$ cat config.mk
export PLATFORM = sky130hd
export DESIGN_NAME = switch_debounce
export DESIGN_NICKNAME = d
export VERILOG_FILES = /design/src/rtl/switch_debounce_pkg.sv /design/src/rtl/switch_debounce_channel.sv /design/src/rtl/switch_debounce.sv
export SDC_FILE = /design/constraint.sdc
export NUM_CORES = 1
export LEC_CHECK = 0
export ABC_CLOCK_PERIOD_IN_PS = 2600
export CORE_MARGIN = 2
export CORE_UTILIZATION = 30
export DETAILED_ROUTE_END_ITERATION = 10
export PLACE_DENSITY = 0.43
export SYNTH_ARGS = -nofsm -noshare
export SYNTH_HDL_FRONTEND = slang
export SYNTH_HIERARCHICAL = 1
export SYNTH_SLANG_ARGS = --single-unit
$ cat constraint.sdc
create_clock -name clk -period 2.6 [get_ports clk]
set_input_delay 0.52 -clock clk [delete_from_list [all_inputs] [get_ports clk]]
set_output_delay 0.52 -clock clk [all_outputs]
set_load 0.1 [all_outputs]
$ cat src/rtl/switch_debounce_pkg.sv
// Shared constants and FSM state encoding for the switch debouncer.
// Also holds the 10 ms @ 12 MHz debounce constant reused by other board blocks.
package switch_debounce_pkg;

   localparam int DEBOUNCE_10MS_12MHZ = 120000;

   typedef enum logic [1:0] {
      ST_LOW      = 2'd0,
      ST_RISE_CHK = 2'd1,
      ST_HIGH     = 2'd2,
      ST_FALL_CHK = 2'd3
   } state_t;

endpackage

$ cat src/rtl/switch_debounce_channel.sv
// One switch channel: synchroniser chain, stability counter and debounce FSM.
// Ports: clk, rst_n (async, active-low), sw_raw (pad), sw_level/sw_rise/sw_fall (registered).
module debounce_channel
   import switch_debounce_pkg::*;
#(
   parameter int SYNC_STAGES     = 2,
   parameter int DEBOUNCE_CYCLES = DEBOUNCE_10MS_12MHZ
) (
   input  logic clk,
   input  logic rst_n,
   input  logic sw_raw,
   output logic sw_level,
   output logic sw_rise,
   output logic sw_fall
);

   localparam int CNT_W = $clog2(DEBOUNCE_CYCLES);
   localparam logic [CNT_W-1:0] CNT_LAST = CNT_W'(DEBOUNCE_CYCLES - 1);

   logic [SYNC_STAGES-1:0] sync_q, sync_d;
   logic [CNT_W-1:0]       cnt_q, cnt_d;
   state_t                 state_q, state_d;
   logic                   level_q, level_d;
   logic                   rise_q, rise_d;
   logic                   fall_q, fall_d;
   logic                   s;

   // Oldest sample sits in the top bit; only it reaches the FSM.
   assign s = sync_q[SYNC_STAGES-1];

   always_comb begin
      sync_d = {sync_q[SYNC_STAGES-2:0], sw_raw};
   end

   always_comb begin
      state_d = state_q;
      cnt_d   = cnt_q;
      rise_d  = 1'b0;
      fall_d  = 1'b0;
      unique case (state_q)
         ST_LOW: begin
            if (s) begin
               state_d = ST_RISE_CHK;
               cnt_d   = '0;
            end
         end
         ST_RISE_CHK: begin
            if (!s) begin
               state_d = ST_LOW;
               cnt_d   = '0;
            end else if (cnt_q == CNT_LAST) begin
               state_d = ST_HIGH;
               cnt_d   = '0;
               rise_d  = 1'b1;
            end else begin
               cnt_d = cnt_q + CNT_W'(1);
            end
         end
         ST_HIGH: begin
            if (!s) begin
               state_d = ST_FALL_CHK;
               cnt_d   = '0;
            end
         end
         ST_FALL_CHK: begin
            if (s) begin
               state_d = ST_HIGH;
               cnt_d   = '0;
            end else if (cnt_q == CNT_LAST) begin
               state_d = ST_LOW;
               cnt_d   = '0;
               fall_d  = 1'b1;
            end else begin
               cnt_d = cnt_q + CNT_W'(1);
            end
         end
      endcase
      // Level is registered so it flips on the same edge as its strobe.
      level_d = (state_d == ST_HIGH) || (state_d == ST_FALL_CHK);
   end

   always_ff @(posedge clk or negedge rst_n) begin
      if (!rst_n) begin
         sync_q  <= '0;
         cnt_q   <= '0;
         state_q <= ST_LOW;
         level_q <= 1'b0;
         rise_q  <= 1'b0;
         fall_q  <= 1'b0;
      end else begin
         sync_q  <= sync_d;
         cnt_q   <= cnt_d;
         state_q <= state_d;
         level_q <= level_d;
         rise_q  <= rise_d;
         fall_q  <= fall_d;
      end
   end

   assign sw_level = level_q;
   assign sw_rise  = rise_q;
   assign sw_fall  = fall_q;

endmodule

$ cat src/rtl/switch_debounce.sv
// Debounces N_CH mechanical switch pads into clean levels plus rise/fall strobes.
// Ports: clk, rst_n (async, active-low), sw_raw[N_CH], sw_level/sw_rise/sw_fall[N_CH].
module switch_debounce
   import switch_debounce_pkg::*;
#(
   parameter int N_CH            = 2,
   parameter int SYNC_STAGES     = 2,
   parameter int DEBOUNCE_CYCLES = DEBOUNCE_10MS_12MHZ
) (
   input  logic            clk,
   input  logic            rst_n,
   input  logic [N_CH-1:0] sw_raw,
   output logic [N_CH-1:0] sw_level,
   output logic [N_CH-1:0] sw_rise,
   output logic [N_CH-1:0] sw_fall
);

   for (genvar i = 0; i < N_CH; i++) begin : g_ch
      debounce_channel #(
         .SYNC_STAGES     (SYNC_STAGES),
         .DEBOUNCE_CYCLES (DEBOUNCE_CYCLES)
      ) u_ch (
         .clk      (clk),
         .rst_n    (rst_n),
         .sw_raw   (sw_raw[i]),
         .sw_level (sw_level[i]),
         .sw_rise  (sw_rise[i]),
         .sw_fall  (sw_fall[i])
      );
   end

endmodule

==> summary.md, run 1 <==
| Metric | Value |
|---|---|
| Run status | finished, final reports clean |
| Final setup viols | 0 |
| Synthesized area | 2340 um^2 |
| Worst r2r path cells | 6 |
| Slowest stage delay, CP | 0.46 ns |
| Die Ht | 92.31 um |
| Total die area | 8521 um^2 |
| Dominant register cell in the synthesized netlist | dfrtp_1 |
| Reg2reg start | g_ch[0].u_ch/cnt_q[0]$_DFFE_PN0P_ |
| Area Growth Syn to Fin | 15.35% |
| Largest net degree at the start of global routing | 20 |
| Switch share | 20.79% |
| Max Transition Viols Final | 0 |
| Period minus WS final | 2.071 ns |
| Clk pwr share | 47.0% |
| CORE AREA | 7647 um^2 |
| Hold Fails Final Rpt | 0 |
| Fmax | 483.0 MHz |
| Pleak | 1.108 nW |
| Layout cells sized above 1 | 11.97% |
| Root buf cell | clkbuf_8 |
| DR vias | 1870 |
| H-tree depth | 2 |
| Adder-cell share of the synthesized area | 1.070% |
| Power Dens Cells | 589.0 nW/um^2 |
| Drt total wl | 5.174 mm |
| Pre-antenna DRT Iters | 4 |
| Seq/Total Area, Yosys | 51.34% |
| Synth Warn # | 6 |
| Arr. time, crit path | 2.27 ns |
| EDFF count, synth | 0 |
| # nets final | 264 |
| RSZ-0062 raised after global routing | no |
| First-pass GRT wire length | 8.887 mm |
| Slew @ Worst Pin | 0.6802 ns |
| Post-DR vias/cell | 5.180 |
| # rows | 32 |
| Fin crit share | 79.64% |
| CP Cell Sequence | ha_1 > nand4bb_1 > nor4_2 > or2_1 > o21ai_0 > a21o_1 |
| Min-Delay Path Class | in -> async |
| Crit start category | flip-flop |
| Final ANT Viol Nets | 0 |
| Synth Area in Compound Gates | 15.94% |
| Largest family of logic cells by synthesized area | simple AND/OR/NAND/NOR gates |
| Placer Congestion | 0.7827 |
| Met3 Use GR | 2.685% |
| # diodes | 0 |
| Xor/xnor share of the synthesized area | 1.497% |
| Overflow after GRT | 0 |
| Count leader, synth | dfrtp_1 |
| Worst-case clock buffer depth | 2 |
| Initial antenna violation count | 0 |
| Int Pwr | 1.259 mW |
| # port buffers | 9 |
| R2r setup slk | 0.53 ns |
| Final instance count without filler cells | 361 |
| Kind of end point of the critical path | flip-flop |
| Vias in the first global route | 1770 |
| DRT iter0 DRCs | 76 |
| Worst-path maximum fanout | 10 |
| Gr busiest metal | met2 |
| CTS tree | done |
| Asr flop ratio synth | 100.0% |
| Post-route DRC | 0 |
| Flops & latches, synth | 48 |
| Ports | 10 |
| Post-synth top area cell | dfrtp_1 |
| Psw | 0.3304 mW |
| Area contributors post-synth | dfrtp_1 (51%), nand2_1 (5.1%), a31oi_1 (4.3%), o21ai_0 (4.3%), nand3_1 (3.9%) |
| Cts repair resizes | 0 |
| Total GRT Usage | 13.19% |
| Combinational Power Share | 4.7% |
| Sink Count | 48 |
| WHS | 0.08170 ns |
| Clock transition at the registers of the reported paths | 0.09 ns |
| Met2 Usage GRT | 21.53% |
| Mux contribution to synthesized area | 1.925% |
| Setup TNS | 0 ns |
| CTS Buf Count | 5 |
| Routed len/inst | 14.33 um |
| Part of the power in registers | 48.3% |
| Slew headroom | 54.49% |
| Post-cts hold buffer count | 0 |
| Starting Density | 30.60% |
| WP data required | 2.80 ns |
| Met1 Use GR | 17.33% |
| DP Cell Count | 353 |
| Max VDD drop | 224.8 uV |
| CP max-delay cell | dfrtp_1 |
| Worst-Skew Late Latency | 0.30 ns |
| Die W | 92.31 um |
| Layout Skew | 0.004102 ns |
| Syn nets | 250 |
| Commonest cells post-synth | dfrtp_1 (48), nand2_1 (32), o21ai_0 (20) |
| Final HPWL DP | 3.590 mm |
| Mean Syn Cell Area | 9.589 um^2 |
| Synth Area in Simple Gates | 25.78% |
| Max-cap viol count | 0 |
| Post-CTS Setup Bufs | 0 |
| Mapped Cells | 244 |
| Crit Reg-Reg Endpoint | g_ch[0].u_ch/cnt_q[9]$_DFFE_PN0P_ |
| Count of different cell masters after synthesis | 36 |
| CP Class | reg -> reg |
| Synth top area share | 51.34% |
## logic make-up after synthesis
family / count (synthesis)
multiplexers: 4
XOR/XNOR: 4
AND/OR/NAND/NOR: 110
adder cells (fa/ha/maj): 2
AO/OA/AOI/OAI: 62
flip-flops: 48
buffers and inverters: 14
## layout make-up
class	instances	area, um^2
clock buffers	5	68.82
clock inverters	3	90.09
fillers	757	4949
inverters	8	30.03
multi-input cells	182	1081
flip-flops and latches	48	1201
well taps	102	127.6
repair buffers	13	100.1
## routing by layer
| layer | routed length [um] | vias to the layer above |
|---|---|---|
| met4 | 69 | 0 |
| met2 | 2478 | 30 |
| met3 | 154 | 6 |
| met5 | 0 | - |
| met1 | 2471 | 896 |
| li1 | - | 938 |
## worst max path at each step
stage	start	endpoint	slack (ns)	cells past startpoint
global route	g_ch[0].u_ch/cnt_q[0]$_DFFE_PN0P_	g_ch[0].u_ch/cnt_q[9]$_DFFE_PN0P_	0.32	6
CTS	g_ch[0].u_ch/cnt_q[0]$_DFFE_PN0P_	g_ch[0].u_ch/cnt_q[9]$_DFFE_PN0P_	0.54	6
floorplan	g_ch[0].u_ch/cnt_q[0]$_DFFE_PN0P_	g_ch[0].u_ch/cnt_q[16]$_DFFE_PN0P_	0.78	7
finish	g_ch[0].u_ch/cnt_q[0]$_DFFE_PN0P_	g_ch[0].u_ch/cnt_q[9]$_DFFE_PN0P_	0.53	6
global placement	g_ch[0].u_ch/cnt_q[0]$_DFFE_PN0P_	g_ch[0].u_ch/cnt_q[9]$_DFFE_PN0P_	0.55	6
detailed placement	g_ch[0].u_ch/cnt_q[0]$_DFFE_PN0P_	g_ch[0].u_ch/cnt_q[9]$_DFFE_PN0P_	0.57	6
## through the flow
stage          power, mW  utilization (%)  setup slack, ns  instance area [um^2]
3_5_place_dp      0.8590            33.21           0.5723                  2540
6_report           1.590            35.29           0.5295                  2699
2_1_floorplan     0.8212                -           0.7837                  2340
5_1_grt            1.657            35.29           0.3241                  2699
3_3_place_gp      0.8591            33.21           0.5469                  2540
4_1_cts            1.621            35.29           0.5407                  2699
## registers in the layout, indices dropped and copies added, names as in the netlist
name,flops
g_ch.u_ch/sw_level,2
g_ch.u_ch/cnt_q,34
g_ch.u_ch/sync_q,4
g_ch.u_ch/sw_fall,2
g_ch.u_ch/state_q,4
g_ch.u_ch/sw_rise,2
## cells in the final DEF, fill, tap and decap left out, types with 3 or more instances in the layout
cell,Yosys,final
o21ai_0,20,20
a31oi_1,16,16
dfrtp_1,48,48
nand4bb_1,4,4
inv_1,8,8
clkbuf_8,0,5
nand2_1,32,32
nor2_1,12,12
nand3_1,18,18
nand4_1,8,8
nor3b_1,4,4
or3_1,6,6
buf_4,0,10
bufinv_16,0,3
mux2_2,4,4
or2_2,4,4
xor2_1,4,4
a21oi_1,12,12
## worst max-delay path, delay by kind of cell (launching register included)
family	cells	cell delay (ns)
and+or+nand+nor	3	0.87
DFF	1	0.46
AOI/OAI and AO/OA	2	0.32
adders and majority gates	1	0.30
## power by group through the flow
stage	logic, mW	clock network [mW]	registers (mW)
2_1_floorplan	0.0415	0	0.780
3_3_place_gp	0.0768	0	0.782
3_5_place_dp	0.0767	0	0.782
4_1_cts	0.0767	0.776	0.767
5_1_grt	0.0859	0.802	0.769
6_report	0.0742	0.748	0.768
No activity file was read; power rests on OpenSTA's default activity.
==> inputs of run 2 (changes only) <==
--- a/config.mk
+++ b/config.mk
@@ -5,11 +5,11 @@
 export SDC_FILE = /design/constraint.sdc
 export NUM_CORES = 1
 export LEC_CHECK = 0
-export ABC_CLOCK_PERIOD_IN_PS = 2600
+export ABC_CLOCK_PERIOD_IN_PS = 1800
 export CORE_MARGIN = 2
 export CORE_UTILIZATION = 30
 export DETAILED_ROUTE_END_ITERATION = 10
-export PLACE_DENSITY = 0.43
+export PLACE_DENSITY = 0.45
 export SYNTH_ARGS = -nofsm -noshare
 export SYNTH_HDL_FRONTEND = slang
 export SYNTH_HIERARCHICAL = 1
==> constraint.sdc (replaced) <==
create_clock -name clk -period 1.8 [get_ports clk]
set_input_delay 0.36 -clock clk [delete_from_list [all_inputs] [get_ports clk]]
set_output_delay 0.36 -clock clk [all_outputs]
set_load 0.1 [all_outputs]
==> run 2 against run 1 <==
  * Sequential share of layout area down 7.1 points
  * Clock power rose by 14%
  * Global-route usage grew 0.83 points
  * Worst setup slack lost 0.51 ns
  * Clock-buffer cell count rose by 2
  * Wire length rose by 4.1%
  * Combinational power increased by 110%
  * Total power rose by 33%
  * Fmax up 16%
  * Worst hold slack lost 0.052 ns
  * Utilization is 6.8 points higher
  * Largest cell class unchanged
==> summary.md, run 2 (synthesized netlist as in run 1, its figures left out) <==
| Metric | Value |
|---|---|
| Run status | finished, final reports clean |
| Biggest registers after layout | g_ch.u_ch/cnt_q x34, g_ch.u_ch/state_q x4, g_ch.u_ch/sync_q x4 |
| Worst-path maximum fanout | 9 |
| Most common cell after layout, fill and taps aside | buf_4 |
| # diodes | 0 |
| Worst-case clock buffer depth | 2 |
| Max Transition Viols Final | 0 |
| Largest register FFs | 34 |
| CORE AREA | 7647 um^2 |
| Final worst-path setup slack | 0.02191 ns |
| Die W | 92.31 um |
| CTS tree | done |
| Top reg by flops | g_ch.u_ch/cnt_q |
| Hold Fails Final Rpt | 0 |
| Worst-Skew Late Latency | 0.30 ns |
| Crit start category | flip-flop |
| Setup TNS | 0 ns |
| Drt total wl | 5.385 mm |
| Total die area | 8521 um^2 |
| Pleak | 1.411 nW |
| Sink Count | 48 |
| Worst r2r path cells | 7 |
| Setup crit start | g_ch[1].u_ch/cnt_q[0]$_DFFE_PN0P_ |
| CP Class | reg -> reg |
| Kind of end point of the critical path | flip-flop |
| Layout cells sized above 1 | 30.35% |
| Register area | 1202 um^2 |
| WHS | 0.02952 ns |
| DRT iter0 DRCs | 113 |
| First-pass GRT wire length | 9.653 mm |
| Final ANT Viol Nets | 0 |
| Most frequent cells in the layout | buf_4 (56), dfrtp_1 (47), nand2_1 (32) |
| Slowest stage delay, CP | 0.47 ns |
| Reg2reg start | g_ch[1].u_ch/cnt_q[0]$_DFFE_PN0P_ |
| # fillers | 741 |
| Worst slack, placed | -0.1004 ns |
| # port buffers | 9 |
| Routed len/inst | 12.98 um |
| Starting Density | 30.60% |
| CP Cell Sequence | ha_2 > nand4bb_1 > nor4_2 > buf_4 > or2_4 > or4_1 > nand3_1 |
| Placer Congestion | 0.7525 |
| Period minus WS final | 1.778 ns |
| Area Growth Syn to Fin | 37.49% |
| Root buf cell | clkbuf_8 |
| Critical Path End | g_ch[1].u_ch/cnt_q[16]$_DFFE_PN0P_ |
| Largest net degree at the start of global routing | 49 |
| Total GRT Usage | 14.02% |
| Final instance count without filler cells | 415 |
| Slew @ Worst Pin | 0.3798 ns |
| Final HPWL DP | 3.720 mm |
| CP max-delay cell | or4_1 |
| Layout Skew | 0.006243 ns |
| Fin crit share | 98.78% |
| # nets final | 318 |
| Power Dens Cells | 657.7 nW/um^2 |
| Ports | 10 |
| R2r setup slk | 0.02 ns |
| H-tree depth | 2 |
| Vias in the first global route | 1995 |
| Post-cts hold buffer count | 0 |
| Post-route DRC | 0 |
| Final setup viols | 0 |
| Fmax | 562.4 MHz |
| Clock transition at the registers of the reported paths | 0.09 ns |
| Pre-antenna DRT Iters | 7 |
| RSZ-0062 raised after global routing | yes |
| Min-Delay Path Class | in -> async |
| Initial antenna violation count | 0 |
| WP data required | 2.04 ns |
| Slew headroom | 74.62% |
| Area of the multi-input gates | 1134 um^2 |
| Die Ht | 92.31 um |
| # rows | 32 |
| DR vias | 2042 |
| DP Cell Count | 403 |
| Crit Reg-Reg Endpoint | g_ch[1].u_ch/cnt_q[16]$_DFFE_PN0P_ |
| Post-DR vias/cell | 4.920 |
| Arr. time, crit path | 2.02 ns |
| CTS Buf Count | 5 |
| Overflow after GRT | 0 |
| Max VDD drop | 308.1 uV |
| Max-cap viol count | 0 |
## run 2: changes by cell type in the layout (fill, tap and decap cells not counted), sizes merged
cell    change
bufinv      -2
clkbuf      +2
buf        +54
## run 2: worst max-delay path: cells and delay by family, from the launching register on
kind,cells,cell delay (ns)
buf+inv,1,0.15
simple gates,5,0.98
fa+ha+maj,1,0.19
flops,1,0.39
## run 2: through the flow
step                      power [mW]  cell area (um^2)  utilization, %
after floorplan                1.187              2345               -
after global placement         1.274              3008           39.33
after detailed placement       1.274              3008           39.33
after CTS                      2.153              3179           41.57
after global routing           2.221              3217           42.06
final                          2.116              3217           42.06
## run 2: power breakdown
| part | leakage, nW | internal [mW] | switching (mW) | total (mW) |
|---|---|---|---|---|
| logic | 0.694 | 0.0675 | 0.0906 | 0.158 |
| registers | 0.653 | 1.09 | 0.00984 | 1.10 |
| clock network | 0.0645 | 0.490 | 0.366 | 0.856 |
## run 2: per-layer routing
metal | part of all wire [%] | GRT usage, % | vias up
li1 | - | - | 1036
met1 | 51 | 20.22 | 974
met2 | 44 | 21.41 | 26
met3 | 3.4 | 2.441 | 6
met4 | 1.3 | 4.478 | 0
met5 | 0 | 0 | -
## run 2: area by class of cell
class,instances,share of cell area [%]
Multi-Input combinational cell,182,35.24
Timing Repair Buffer,67,18.55
Tap cell,102,3.967
Clock buffer,7,2.995
Sequential cell,48,37.38
Clock inverter,1,0.9335
Inverter,8,0.9335
## run 2: worst min path at each step
stage	endpoint	slack (ns)	cells after the start
4_1_cts	g_ch[0].u_ch/cnt_q[2]$_DFFE_PN0P_	0.03	2
3_5_place_dp	g_ch[0].u_ch/sync_q[1]$_DFF_PN0_	0.33	0
3_3_place_gp	g_ch[0].u_ch/sync_q[1]$_DFF_PN0_	0.33	0
5_1_grt	g_ch[0].u_ch/cnt_q[0]$_DFFE_PN0P_	0.05	2
6_report	g_ch[0].u_ch/cnt_q[2]$_DFFE_PN0P_	0.03	2
2_1_floorplan	g_ch[0].u_ch/cnt_q[0]$_DFFE_PN0P_	0.06	0
## run 2: repair_timing
item | in CTS | in global routing
gates resized for setup | 7 | 8
setup buffers | 1 | 3
pin swaps | 2 | 6
setup endpoints to repair | 14 | 27
==> RTL change 1, RTL diff (flow settings as in run 1) <==
Reset style: synchronous (`rst_n`), changed in one clocked block. Comments in the files are not updated.
--- a/src/rtl/switch_debounce_channel.sv
+++ b/src/rtl/switch_debounce_channel.sv
@@ -79,7 +79,7 @@
       level_d = (state_d == ST_HIGH) || (state_d == ST_FALL_CHK);
    end
 
-   always_ff @(posedge clk or negedge rst_n) begin
+   always_ff @(posedge clk) begin
       if (!rst_n) begin
          sync_q  <= '0;
          cnt_q   <= '0;
Formal check against the unedited RTL: no difference found for any inputs over 10 cycles, from zero or initial values and one cycle with rst_n low; that may be too few to reach the edited logic, so the function may still have changed.
==> RTL change 1 against run 1 <==
  * Via count increased by 21%
  * Critical endpoint is now g_ch[0].u_ch/sw_rise
  * Largest cell class is now multi-input gates
  * Count of clock-buffer cells in the layout increased by 1
  * Critical path type unchanged
  * Sequential cell count unchanged
  * Die area increased by 8.1%
  * Total power decreased by 23%
  * Critical path depth decreased by 2
  * First-iteration DRC count increased by 12%
  * Routed wire length increased by 25%
  * Synthesized area increased by 8.4%
  * Sequential share of layout area decreased by 9.8 points
  * Utilization decreased by 1.6 points
  * Highest routed layer unchanged
  * Global-route usage increased by 1.9 points
  * Setup slack improved by 0.014 ns
  * Cell area increased by 2.6%
==> RTL change 1: results (changes against run 1) <==
| Metric | Value |
|---|---|
| Slew @ Worst Pin | 0.626 ns (-0.0545 ns) |
| Share of cells above drive strength 1 | 0.127 (+0.00707) |
| Synth Area in Compound Gates | 0.260 (+0.101) |
| Initial DRC Count | 85 (+12%) |
| Area contributors post-synth | dfxtp_1 (38%), o31ai_1 (4.7%), or4_1 (4.1%) |
| Ys async rst share | 0 (-1.00) |
| Ys flop type | dfxtp_1 |
| Hold/Removal Path Class | reg2reg |
| Tot GR Track Use | 0.151 (+0.0194) |
| Final HPWL DP | 4.40 mm (+22%) |
| Worst hold margin | 0.440 ns (+0.359 ns) |
| Vias in the first global route | 2224 (+26%) |
| Vias | 2259 (+21%) |
| Top cells by count, synth | dfxtp_1 (48), nand2_1 (20), o31ai_1 (16) |
| Post-synthesis adder-cell area fraction | 0.00986 (-0.000833) |
| R2R cell count | 4 (-2) |
| Mux share of post-synthesis cell area | 0 (-0.0193) |
| Reg-to-reg critical path startpoint | g_ch[0].u_ch/cnt_q[10] |
| Worst path max stage delay | 0.57 ns (+0.11 ns) |
| Clk_skew | 0.00494 ns (+0.000841 ns) |
| Outcome | finished, final reports clean |
| Crit Path Max Fanout | 8 (-2) |
| Fill count | 877 (+16%) |
| Synth Area in XOR/XNOR | 0.0207 (+0.00574) |
| Final #Nets | 290 (+9.8%) |
| Cell total after placement | 382 (+8.2%) |
| Largest net degree at the start of global routing | 17 (-15%) |
| Worst VDD drop | 161 uV (-28%) |
| Netlist cell types | 46 (+28%) |
| Sequential fraction of the synthesis area | 0.379 (-0.135) |
| Slowest-stage cell, CP | nor4b_1 |
| Achievable frequency | 486 MHz (+0.68%) |
| Synth Instances | 276 (+13%) |
| Worst setup startpoint | g_ch[0].u_ch/cnt_q[10] |
| First-pass GRT wire length | 11.0 mm (+24%) |
| Non-Filler Instances | 389 (+7.8%) |
| Routability-driven placement congestion ratio | 0.783 (about the same) |
==> RTL change 1: changes by cell type in the layout (fill, tap and decap cells not counted), sizes merged, moves of 14 or more <==
cell and change:
or4 +14, o31ai +16, dfrtp -48, a31oi -16
a221oi +16, dfxtp +48
==> RTL change 1: report_power, final <==
part           switching (mW)  internal, mW  leakage (nW)
clock network           0.256         0.184        0.0410
registers             0.00537         0.738         0.387
logic                  0.0330        0.0151         0.338
total                   0.294         0.937         0.767
==> RTL change 1: final cells by class <==
class                      count  area [sq um]  share of cell area
inverter                       8          30.0              0.0108
sequential                    48           961               0.347
timing repair buffer          15           120              0.0434
clock inverter                 1          5.00             0.00181
clock buffer                   6          72.6              0.0262
tap                          105           131              0.0474
multi-input combinational    206          1450               0.523
==> RTL change 1: routing by layer <==
metal,track usage,vias up,part of all wire
met5,0,-,0
met4,0.0583,0,0.014
met3,0.0243,8,0.034
met2,0.229,46,0.43
met1,0.214,1082,0.53
li1,-,1123,-
==> RTL change 2, RTL diff (flow settings as in run 1) <==
Without the edit above. `SYNC_STAGES` is set to 2 in 2 places; all go to 4.
--- a/src/rtl/switch_debounce_channel.sv
+++ b/src/rtl/switch_debounce_channel.sv
@@ -3,7 +3,7 @@
 module debounce_channel
    import switch_debounce_pkg::*;
 #(
-   parameter int SYNC_STAGES     = 2,
+   parameter int SYNC_STAGES     = 4,
    parameter int DEBOUNCE_CYCLES = DEBOUNCE_10MS_12MHZ
 ) (
    input  logic clk,
--- a/src/rtl/switch_debounce.sv
+++ b/src/rtl/switch_debounce.sv
@@ -4,7 +4,7 @@
    import switch_debounce_pkg::*;
 #(
    parameter int N_CH            = 2,
-   parameter int SYNC_STAGES     = 2,
+   parameter int SYNC_STAGES     = 4,
    parameter int DEBOUNCE_CYCLES = DEBOUNCE_10MS_12MHZ
 ) (
    input  logic            clk,
Function: same outputs for any inputs over 10 cycles, from zero or initial values and one cycle with rst_n low; that may be too few to reach the edited logic, so the function may still have changed.
==> RTL change 2 against run 1 <==
  * Cell area is 8.3% higher
  * Synthesized area is 11% higher
  * Total power is 10% lower
  * Utilization is 1.3 points lower
  * Sequential cell count is 4 higher
  * Routed wire length is 7.1% higher
  * Sequential power is 8.3% higher
  * Non-clock buffer count is 5 higher
  * Count of clock-buffer cells in the layout stayed put
  * Setup slack better by 0.016 ns
  * Global-route usage is 0.14 points lower
  * Largest cell class unchanged
  * Largest power group unchanged
==> RTL change 2: results (changes against run 1) <==
| Metric | Value |
|---|---|
| Synth Area in XOR/XNOR | 0.0269 (+0.0119) |
| First-pass GRT wire length | 10.1 mm (+14%) |
| Fill count | 897 (+18%) |
| Gate power share | 0.058 (+0.011) |
| Mux share of post-synthesis cell area | 0.0250 (+0.00570) |
| Maximum clock insertion buffer count | 2 (unchanged) |
| Biggest regs | g_ch.u_ch/cnt_q (34), g_ch.u_ch/sync_q (8), g_ch.u_ch/state_q (4) |
| Largest net degree at the start of global routing | 38 (+90%) |
| Share of cells above drive strength 1 | 0.138 (+0.0180) |
| Netlist cell types | 36 (unchanged) |
| Slew @ Worst Pin | 0.455 ns (-0.225 ns) |
| Clk_skew | 0.00919 ns (+0.00509 ns) |
| Leak Pwr | 1.27 nW (+15%) |
| R2R Path End | g_ch[1].u_ch/cnt_q[12] |
| Final #Nets | 281 (+6.4%) |
| Outcome | finished, final reports clean |
| Slowest-stage cell, CP | dfrtp_1 |
| Placed standard-cell area | 2830 sq um (+11%) |
| Final HPWL DP | 3.91 mm (+8.9%) |
| Tot GR Track Use | 0.131 (-0.00135) |
| R2R setup slack | 0.55 ns (+0.02 ns) |
| Initial DRC Count | 68 (-11%) |
| Post-synthesis adder-cell area fraction | 0.00960 (-0.00110) |
| Internal power | 1.05 mW (-16%) |
| Vias in the first global route | 2024 (+14%) |
| Post-Syn Nets | 266 (+6.4%) |
| Crit Path Max Fanout | 14 (+4) |
| Top cells by count, synth | dfrtp_1 (52), nand2_1 (28), a21oi_1 (18), o21ai_0 (18), nand3_1 (14) |
| Final wirelength | 5.54 mm (+7.1%) |
| Synth Area in Compound Gates | 0.141 (-0.0183) |
| Reg clk slew, reported paths | 0.11 ns (+0.02 ns) |
| Vias per cell | 5.00 (-3.5%) |
| Area contributors post-synth | dfrtp_1 (50%), nand2_1 (4.0%), a21oi_1 (3.5%) |
-- RTL change 2: metrics by stage --
step	hold WS [ns]	std cells	setup WS (ns)
global placement	0.334	376	0.584
finish	0.122	384	0.545
floorplan	0.224	260	0.745
CTS	0.127	384	0.536
global route	0.133	384	0.290
detailed placement	0.336	376	0.538
-- RTL change 2: area by class of cell --
class	instances	area [sq um]	area share
clock buffer	5	68.8	0.0235
multi-input combinational	188	1200	0.411
inverter	10	37.5	0.0128
clock inverter	3	28.8	0.00985
timing repair buffer	18	150	0.0514
sequential	52	1300	0.445
tap	108	135	0.0462
-- RTL change 2: metal layers --
| layer | global-route usage | wire, um | vias to the layer above |
|---|---|---|---|
| li1 | - | - | 983 |
| met1 | 0.182 | 2770 | 916 |
| met2 | 0.200 | 2560 | 16 |
| met3 | 0.0309 | 130 | 5 |
| met4 | 0.0459 | 78 | 0 |
| met5 | 0 | 0 | - |
